[config.mk]
export PLATFORM = sky130hd
export DESIGN_NAME = exe_mem_req_flat
export DESIGN_NICKNAME = d
export VERILOG_FILES = /design/src/rtl/exe_mem_req_if.sv /design/src/rtl/exe_mem_req.sv /design/src/flat_wrapper.sv
export SDC_FILE = /design/constraint.sdc
export NUM_CORES = 1
export LEC_CHECK = 0
export ABC_CLOCK_PERIOD_IN_PS = 7100
export BUFFER_PORTS_ARGS = -buffer_cell sky130_fd_sc_hd__buf_2
export CORE_MARGIN = 3
export CORE_UTILIZATION = 50
export DETAILED_ROUTE_END_ITERATION = 12
export GPL_ROUTABILITY_DRIVEN = 0
export GPL_TIMING_DRIVEN = 0
export PLACE_DENSITY = 0.86
export SLEW_MARGIN = 25
export SYNTH_ARGS = -nofsm -noshare
export SYNTH_HDL_FRONTEND = slang
export SYNTH_SLANG_ARGS = --single-unit
[constraint.sdc]
create_clock -name clk -period 7.1 [get_ports clk]
set_input_delay 1.42 -clock clk [delete_from_list [all_inputs] [get_ports clk]]
set_output_delay 1.42 -clock clk [all_outputs]
set_load 0.05 [all_outputs]
[src/rtl/exe_mem_req_if.sv]
`default_nettype none
// ============================================================================
// Module   : exe_mem_req_if
// Purpose  : Class-SRAM data-port bundle between the EXE request unit and memory.
// Revision : 1.0
// ============================================================================
interface exe_mem_req_if;
    logic        data_sram_req;
    logic        data_sram_wr;
    logic [1:0]  data_sram_size;
    logic [3:0]  data_sram_wstrb;
    logic [31:0] data_sram_addr;
    logic [31:0] data_sram_wdata;
    logic        data_sram_addr_ok;
    logic        data_sram_data_ok;

    modport master (
        output data_sram_req, data_sram_wr, data_sram_size, data_sram_wstrb,
               data_sram_addr, data_sram_wdata,
        input  data_sram_addr_ok, data_sram_data_ok
    );

    modport slave (
        input  data_sram_req, data_sram_wr, data_sram_size, data_sram_wstrb,
               data_sram_addr, data_sram_wdata,
        output data_sram_addr_ok, data_sram_data_ok
    );
endinterface
`default_nettype wire

[src/rtl/exe_mem_req.sv]
`default_nettype none
// ============================================================================
// Module   : exe_mem_req
// Purpose  : EXE-stage register with ALE check and class-SRAM request issue.
// Revision : 1.0
// ============================================================================
module exe_mem_req (
    input  wire                 clk,
    input  wire                 resetn,
    input  wire                 ds2es_valid,
    output logic                es_allowin,
    input  wire  [4:0]          ds_op_ld,
    input  wire  [2:0]          ds_op_st,
    input  wire  [31:0]         ds_pc,
    input  wire                 ds_ex,
    input  wire  [31:0]         ds_vaddr,
    input  wire  [31:0]         ds_st_data,
    input  wire                 ms_allowin,
    output logic                es2ms_valid,
    output logic [40:0]         es2ms_bus,
    input  wire                 ms_ex,
    input  wire                 wb_ex,
    exe_mem_req_if.master       sram,
    output logic                discard_busy
);

    typedef enum logic [1:0] {
        ST_IDLE = 2'd0,
        ST_HOLD = 2'd1,
        ST_ACC  = 2'd2,
        ST_DISC = 2'd3
    } state_t;

    state_t      r_state;
    logic        r_es_valid;
    logic [4:0]  r_op_ld;
    logic [2:0]  r_op_st;
    logic [31:0] r_pc;
    logic        r_ex;
    logic [31:0] r_vaddr;
    logic [31:0] r_st_data;

    logic        r_flushed;
    logic        r_hold_wr;
    logic [1:0]  r_hold_size;
    logic [3:0]  r_hold_wstrb;
    logic [31:0] r_hold_addr;
    logic [31:0] r_hold_wdata;

    logic        w_is_half;
    logic        w_is_word;
    logic        w_mem_op;
    logic        w_ale;
    logic        w_ex_any;
    logic        w_need_req;
    logic        w_req_idle;
    logic        w_flush_now;
    logic        w_accept;
    logic        w_ready_go;
    logic        w_wait_data_ok;
    logic        w_wr;
    logic [1:0]  w_size;
    logic [3:0]  w_wstrb;
    logic [31:0] w_wdata;

    assign w_is_half   = r_op_ld[2] | r_op_ld[1] | r_op_st[1];
    assign w_is_word   = r_op_ld[0] | r_op_st[0];
    assign w_mem_op    = (|r_op_ld) | (|r_op_st);
    assign w_ale       = (w_is_half & r_vaddr[0]) | (w_is_word & (|r_vaddr[1:0]));
    assign w_ex_any    = r_ex | w_ale;
    assign w_need_req  = r_es_valid & w_mem_op & ~w_ex_any & ~ms_ex & ~wb_ex;

    assign discard_busy = (r_state == ST_DISC);
    assign w_req_idle   = (r_state == ST_IDLE) & w_need_req & ~discard_busy;
    assign w_flush_now  = r_flushed | wb_ex;

    // An addr_ok seen in HOLD only belongs to the stage instruction if no flush intervened.
    assign w_accept = (w_req_idle & sram.data_sram_addr_ok)
                    | ((r_state == ST_HOLD) & sram.data_sram_addr_ok & ~w_flush_now)
                    | (r_state == ST_ACC);

    assign w_ready_go     = ~w_mem_op | w_ex_any | ms_ex | w_accept;
    assign es_allowin     = ~r_es_valid | (w_ready_go & ms_allowin);
    assign es2ms_valid    = r_es_valid & w_ready_go;
    assign w_wait_data_ok = w_mem_op & ~w_ex_any & w_accept;
    assign es2ms_bus      = {w_wait_data_ok, r_op_ld, r_pc, w_ale, r_vaddr[1:0]};

    assign w_wr   = |r_op_st;
    assign w_size = w_is_word ? 2'd2 : (w_is_half ? 2'd1 : 2'd0);

    always_comb begin
        w_wstrb = 4'b0000;
        w_wdata = r_st_data;
        if (r_op_st[2]) begin
            w_wstrb = 4'b0001 << r_vaddr[1:0];
            w_wdata = {4{r_st_data[7:0]}};
        end else if (r_op_st[1]) begin
            w_wstrb = r_vaddr[1] ? 4'b1100 : 4'b0011;
            w_wdata = {2{r_st_data[15:0]}};
        end else if (r_op_st[0]) begin
            w_wstrb = 4'b1111;
        end
    end

    // While holding, the stage register may already carry a younger instruction.
    assign sram.data_sram_req   = (r_state == ST_HOLD) | w_req_idle;
    assign sram.data_sram_wr    = (r_state == ST_HOLD) ? r_hold_wr    : w_wr;
    assign sram.data_sram_size  = (r_state == ST_HOLD) ? r_hold_size  : w_size;
    assign sram.data_sram_wstrb = (r_state == ST_HOLD) ? r_hold_wstrb : w_wstrb;
    assign sram.data_sram_addr  = (r_state == ST_HOLD) ? r_hold_addr  : r_vaddr;
    assign sram.data_sram_wdata = (r_state == ST_HOLD) ? r_hold_wdata : w_wdata;

    always_ff @(posedge clk) begin
        if (!resetn) begin
            r_es_valid <= 1'b0;
            r_op_ld    <= 5'd0;
            r_op_st    <= 3'd0;
            r_pc       <= 32'd0;
            r_ex       <= 1'b0;
            r_vaddr    <= 32'd0;
            r_st_data  <= 32'd0;
        end else begin
            if (wb_ex) begin
                r_es_valid <= 1'b0;
            end else if (es_allowin) begin
                r_es_valid <= ds2es_valid;
            end
            if (ds2es_valid && es_allowin) begin
                r_op_ld   <= ds_op_ld;
                r_op_st   <= ds_op_st;
                r_pc      <= ds_pc;
                r_ex      <= ds_ex;
                r_vaddr   <= ds_vaddr;
                r_st_data <= ds_st_data;
            end
        end
    end

    always_ff @(posedge clk) begin
        if (!resetn) begin
            r_state      <= ST_IDLE;
            r_flushed    <= 1'b0;
            r_hold_wr    <= 1'b0;
            r_hold_size  <= 2'd0;
            r_hold_wstrb <= 4'd0;
            r_hold_addr  <= 32'd0;
            r_hold_wdata <= 32'd0;
        end else begin
            case (r_state)
                ST_IDLE: begin
                    if (w_req_idle) begin
                        if (sram.data_sram_addr_ok) begin
                            r_state <= ms_allowin ? ST_IDLE : ST_ACC;
                        end else begin
                            r_state      <= ST_HOLD;
                            r_flushed    <= 1'b0;
                            r_hold_wr    <= w_wr;
                            r_hold_size  <= w_size;
                            r_hold_wstrb <= w_wstrb;
                            r_hold_addr  <= r_vaddr;
                            r_hold_wdata <= w_wdata;
                        end
                    end
                end
                ST_HOLD: begin
                    if (sram.data_sram_addr_ok) begin
                        if (w_flush_now) begin
                            r_state <= ST_DISC;
                        end else begin
                            r_state <= ms_allowin ? ST_IDLE : ST_ACC;
                        end
                    end else begin
                        // An owner that leaves early (via ms_ex) orphans the request like a flush.
                        r_flushed <= r_flushed | wb_ex | (es2ms_valid & ms_allowin);
                    end
                end
                ST_ACC: begin
                    if (wb_ex) begin
                        r_state <= ST_DISC;
                    end else if (ms_allowin) begin
                        r_state <= ST_IDLE;
                    end
                end
                ST_DISC: begin
                    if (sram.data_sram_data_ok) begin
                        r_state <= ST_IDLE;
                    end
                end
                default: r_state <= ST_IDLE;
            endcase
        end
    end

endmodule
`default_nettype wire
[src/flat_wrapper.sv]
// flat-port wrapper written by rule: the top's interface ports become plain ports
module exe_mem_req_flat 
  (clk, resetn, ds2es_valid, es_allowin, ds_op_ld, ds_op_st, ds_pc, ds_ex, ds_vaddr, ds_st_data, ms_allowin, es2ms_valid, es2ms_bus, ms_ex, wb_ex, discard_busy, sram_data_sram_req, sram_data_sram_wr, sram_data_sram_size, sram_data_sram_wstrb, sram_data_sram_addr, sram_data_sram_wdata, sram_data_sram_addr_ok, sram_data_sram_data_ok);
  exe_mem_req_if sram_i ();
  input  wire clk;
  input  wire resetn;
  input  wire ds2es_valid;
  output logic es_allowin;
  input  wire  [4:0] ds_op_ld;
  input  wire  [2:0] ds_op_st;
  input  wire  [31:0] ds_pc;
  input  wire ds_ex;
  input  wire  [31:0] ds_vaddr;
  input  wire  [31:0] ds_st_data;
  input  wire ms_allowin;
  output logic es2ms_valid;
  output logic [40:0] es2ms_bus;
  input  wire ms_ex;
  input  wire wb_ex;
  output logic discard_busy;
  output wire logic [$bits(sram_i.data_sram_req)-1:0] sram_data_sram_req;
  output wire logic [$bits(sram_i.data_sram_wr)-1:0] sram_data_sram_wr;
  output wire logic [$bits(sram_i.data_sram_size)-1:0] sram_data_sram_size;
  output wire logic [$bits(sram_i.data_sram_wstrb)-1:0] sram_data_sram_wstrb;
  output wire logic [$bits(sram_i.data_sram_addr)-1:0] sram_data_sram_addr;
  output wire logic [$bits(sram_i.data_sram_wdata)-1:0] sram_data_sram_wdata;
  input wire logic [$bits(sram_i.data_sram_addr_ok)-1:0] sram_data_sram_addr_ok;
  input wire logic [$bits(sram_i.data_sram_data_ok)-1:0] sram_data_sram_data_ok;
  assign sram_data_sram_req = sram_i.data_sram_req;
  assign sram_data_sram_wr = sram_i.data_sram_wr;
  assign sram_data_sram_size = sram_i.data_sram_size;
  assign sram_data_sram_wstrb = sram_i.data_sram_wstrb;
  assign sram_data_sram_addr = sram_i.data_sram_addr;
  assign sram_data_sram_wdata = sram_i.data_sram_wdata;
  assign sram_i.data_sram_addr_ok = sram_data_sram_addr_ok;
  assign sram_i.data_sram_data_ok = sram_data_sram_data_ok;
  exe_mem_req u_core (.clk(clk), .resetn(resetn), .ds2es_valid(ds2es_valid), .es_allowin(es_allowin), .ds_op_ld(ds_op_ld), .ds_op_st(ds_op_st), .ds_pc(ds_pc), .ds_ex(ds_ex), .ds_vaddr(ds_vaddr), .ds_st_data(ds_st_data), .ms_allowin(ms_allowin), .es2ms_valid(es2ms_valid), .es2ms_bus(es2ms_bus), .ms_ex(ms_ex), .wb_ex(wb_ex), .sram(sram_i), .discard_busy(discard_busy));
endmodule
Yosys cells after proc, flatten, opt, wreduce, memory -nomap -nowiden
Index checks and enable logic that the tools add are counted.

Memories: 0. Bits in writable memories: 0. ROM bits: 0. Flip-flop bits (word level): 180. Word-level logic and storage cells: 100. Output and inout bits: 116. Latch bits: 0. Bits of input ports: 113.

Bitwise gates (word level): 40. Equal/unequal tests: 9. Reductions and logical operators: 10. Multiplexer cells: 26. $mul: 0. Order comparisons: 0. Divide/modulo/power cells: 0. Shift operators: 1. Add/sub/neg operators: 0.

Operators by type and width (count): $mux W32 (4); $mux W2 (10); $mux W4 (5); $and A1 B1 Y1 (16); $or A1 B1 Y1 (15); $not A1 Y1 (9); $ne A2 B2 Y1 const B (4); $pmux W2 S4 (1); $reduce_and A4 Y1 (2); $mux W1 (5); $reduce_or A5 Y1 (1); $eq A2 B2 Y1 const B (2); $reduce_or A2 Y1 (2); $shl A1 B2 Y4 const A (1); $ne A3 B3 Y1 const B (1); $reduce_and A3 Y1 (1); $reduce_or A3 Y1 (1); $eq A2 B1 Y1 const B (1); $logic_not A2 Y1 (1); $ne A2 B1 Y1 const B (1); $pmux W1 S2 (1); $reduce_bool A2 Y1 (1); $logic_and A1 B1 Y1 (1).

Logic depth before layout (Yosys ltp)
Depth after elaboration: 20. Depth in mapped cells: 10. Gate-level depth less buffers: 6.

Worst setup path before layout
Ideal clock, no wire load.

Path type: input -> output. Start: input port wb_ex. End: output port es2ms_bus[40]. Path buffers: 1. Data arrival time: 2.872 ns. Stages on the path: 6. Slack: 2.808 ns. Required time: 5.680 ns. Cell sequence: nor4b_1 -> nand2_1 -> or3_1 -> a21bo_2 -> a211oi_1 -> buf_4.

Longest elaborated chain between the ends: 8. Elaborated cells on any way between the ends: 11. Classes of those cells: bitwise (11).

Ends and longest elaborated chain: start: declaration (line flat_wrapper.sv:19) `input wire wb_ex;`; $not A1 Y1 (line exe_mem_req.sv:71) `assign w_need_req = r_es_valid & w_mem_op & ~w_ex_any & ~ms_ex & ~wb_ex;`; $and A1 B1 Y1 (line exe_mem_req.sv:71); $and A1 B1 Y1 (2 in a row) (line exe_mem_req.sv:74) `assign w_req_idle = (r_state == ST_IDLE) & w_need_req & ~discard_busy;`; $and A1 B1 Y1 (line exe_mem_req.sv:78) `assign w_accept = (w_req_idle & sram.data_sram_addr_ok)`; $or A1 B1 Y1 (*) (line exe_mem_req.sv:79) `| ((r_state == ST_HOLD) & sram.data_sram_addr_ok & ~w_flush_now)`; $or A1 B1 Y1 (*) (line exe_mem_req.sv:80) `| (r_state == ST_ACC);`; $and A1 B1 Y1 (*) (line exe_mem_req.sv:85) `assign w_wait_data_ok = w_mem_op & ~w_ex_any & w_accept;`; end: declaration (line flat_wrapper.sv:17) `output logic [40:0] es2ms_bus;`.

Mark *: on every way between the ends. The rest lies on a longest branch, timed or not.

Worst setup path after layout
Ends and elaborated chain as after synthesis.

==> reports/metrics.cfg <==
[worst_setup_path]
reg2reg_from=u_core.r_op_ld[0]
reg2reg_to=u_core.r_vaddr[28]
reg2regPathDepth=9
slowest_delay_ns=0.40
r2r_slack_ns=4.56
crit_type=in -> out
crit_chain=buf_2, nor4b_1, nand2_1, or3_1, a21bo_2, a211oi_1, buf_4, buf_2
worstPathArrival_ns=3.33
cpMostUsedCell=buf_2
cp_max_fo=8
crit_path_end_kind=output port
cp-start-kind=primary input
cp.required_ns=5.68
slowest_stage=or3_1

[clocking]
cts-resized-gates=0
clk_latency_ns=0.44
clock-root-buffer=clkbuf_16
post_cts_buffers=0
cts_tree=done
hold_buffers=0
clock-sinks=180
cts_max_path_buffers=2
cts-buffers-inserted=17
clkTransAtPathRegs_ns=0.07
cts_htree_levels=4

[drt]
post_drt_wl_per_cell_um=17.24
met2RoutedLength_mm=12.82
vias=9628
wl_met1_mm=11.53
drc_errors=0
wl_met3_mm=3.024
final_antenna_net_count=0
routed_wl_mm=28.47
drtIter0Drc=1012
via_per_inst=5.828
dr.pass1.iters=6
top_layer_used=met4

[grt]
grt_pass1_wl_mm=43.95
grt_usage_pct=29.34
grt_overflow=0
grt_pass1_vias=8628
grt_antenna_before_repair=2
grt_max_degree=18

[worst_hold_path]
whs_endpoint=u_core.r_pc[16]
min-delay-start=u_core.r_pc[16]
hold_class=reg -> reg
whs_path_depth=2

[floorplanning]
fp.dieW_um=136.9
fp.dieArea_sq_um=18750
core_sq_um=16700
fp.dieH_um=136.9
row_count=47
ios=229
initial_utilization_pct=51.32

[power_and_ir_drop]
power.leakage_uw=0.004510
peakVddDrop_uv=187.8
power_uw=2638
power_density_nw_per_um2=249.9

[timing]
tightestPinTransition_ns=0.7704
finClkSkew_ns=0.01152
rsz0062_at_grt=false
fin_setup_tns_ns=0
setup_violations=0
min_period_ns=4.752
slew_headroom_pct=48.64
fmax_mhz=210.4
slew_viol_final=0
hold_viol=0
post-route-period-util_pct=66.93

[synth]
yosysWarnings=0
synth_edf_count=0
netlist_area_sq_um=8571
async_flop_share_pct=0
yosysSeqAreaShare_pct=42.04
syn_nets=1282
postSynthAreaPerCell_sq_um=7.332
syn_inst=1169
synth_seq_cells=180
synth_ff_type=dfxtp_1
synth_cell_types=48

[cells_and_area]
drive_gt1_share_pct=21.15
multi_input_area_sq_um=4442
final_cell_mix=nand2_1 (259), buf_2 (242), nand3_1 (180), dfxtp_1 (180), clkbuf_1 (78)
fin_nets=1528
fillers=1534
area_growth_syn_to_layout_pct=23.14
regArea_sq_um=3603
mostFrequentLayoutCell=nand2_1

[placement]
portBuffers=227
hpwlAfterDp_mm=20.49

[job]
cap_violations=0

[outcome]
status=finished clean

## cell usage after synthesis, types with 2 or more instances
library cell	number	area share (%)
nor2b_1	2	0.15
buf_6	3	0.39
a22oi_1	4	0.35
a211oi_2	10	1.5
and2_1	2	0.15
nand2b_1	2	0.15
inv_1	6	0.26
buf_2	15	0.88
mux2i_1	24	2.8
buf_4	6	0.53
nand2_1	259	11
nor2_1	65	2.8
nand3_1	180	11
nor3_1	2	0.12
nor3_4	2	0.38
nand3b_1	8	0.70
o21a_1	2	0.18
a21oi_1	66	3.9
and3_1	33	2.4
o211ai_1	33	2.9
dfxtp_1	180	42
o41ai_1	2	0.20
o21ai_1	62	3.6
a211oi_1	14	1.2
clkbuf_1	78	3.4
buf_1	14	0.61
o21ai_0	74	4.3
## per-stage QoR
step / instance area [sq um] / std cells / utilization, % / setup slack (ns) / hold slack, ns
finish: 10550 / 1652 / 63.19 / 2.348 / 0.4491
global route: 10550 / 1650 / 63.16 / 2.217 / 0.4690
CTS: 10540 / 1648 / 63.13 / 2.364 / 0.4482
detailed placement: 9982 / 1616 / 59.77 / 2.358 / 0.4384
global placement: 9982 / 1616 / 59.77 / 2.343 / 0.4348
floorplan: 8571 / 1169 / - / 2.808 / 0.4286
## where the power goes
group	switching (uW)	internal (uW)	leakage, uW	total, uW
clock network	436	467	0.000267	903
registers	49.8	1060	0.00147	1110
logic	461	164	0.00277	624
total	946	1690	0.00451	2640
## per-layer routing
| layer | vias up | GRT usage (%) |
|---|---|---|
| met5 | - | 0 |
| met4 | 0 | 12.47 |
| li1 | 4544 | - |
| met3 | 82 | 6.765 |
| met1 | 4443 | 40.19 |
| met2 | 559 | 44.36 |
## final cells by class
class	instances	area share [%]
tap	220	2.608
antenna	4	0.09484
clock inverter	14	1.162
clock buffer	18	4.161
sequential	180	34.14
timing repair buffer	227	10.76
multi-input combinational	866	42.09
inverter	7	0.2490
buffer	116	4.730
## registers in the layout (all words and copies together) (netlist names), 2 cells and up
name,flops
u_core.r_hold_addr,32
u_core.r_hold_size,2
u_core.r_hold_wdata,32
u_core.r_hold_wstrb,4
u_core.r_op_ld,5
u_core.r_op_st,3
u_core.r_pc,32
u_core.r_st_data,32
u_core.r_state,2
u_core.r_vaddr,32
## critical path, delay by kind of cell
kind,cells,cell delay (ns)
and+or+nand+nor,3,0.91
buffers and inverters,3,0.54
AOI/OAI and AO/OA,2,0.46
## how the worst max path moves through the flow
stage / start / endpoint / cells after the start
after floorplan: wb_ex / es2ms_bus[40] / 6
after global placement: wb_ex / es2ms_bus[40] / 8
after detailed placement: wb_ex / es2ms_bus[40] / 8
after CTS: wb_ex / es2ms_bus[40] / 8
after global routing: wb_ex / es2ms_bus[40] / 8
final: wb_ex / es2ms_bus[40] / 8
## cells by family (layout without fill, tap and decap cells)
group / after synthesis / after routing / share of synthesized area (%)
AND/OR/NAND/NOR: 561 / 561 / 29.42
AO/OA/AOI/OAI: 281 / 281 / 19.61
flip-flops: 180 / 180 / 42.04
buffers and inverters: 123 / 382 / 6.131
multiplexers: 24 / 24 / 2.803
other: 0 / 4 / 0
(Power assumes the default switching activity.)
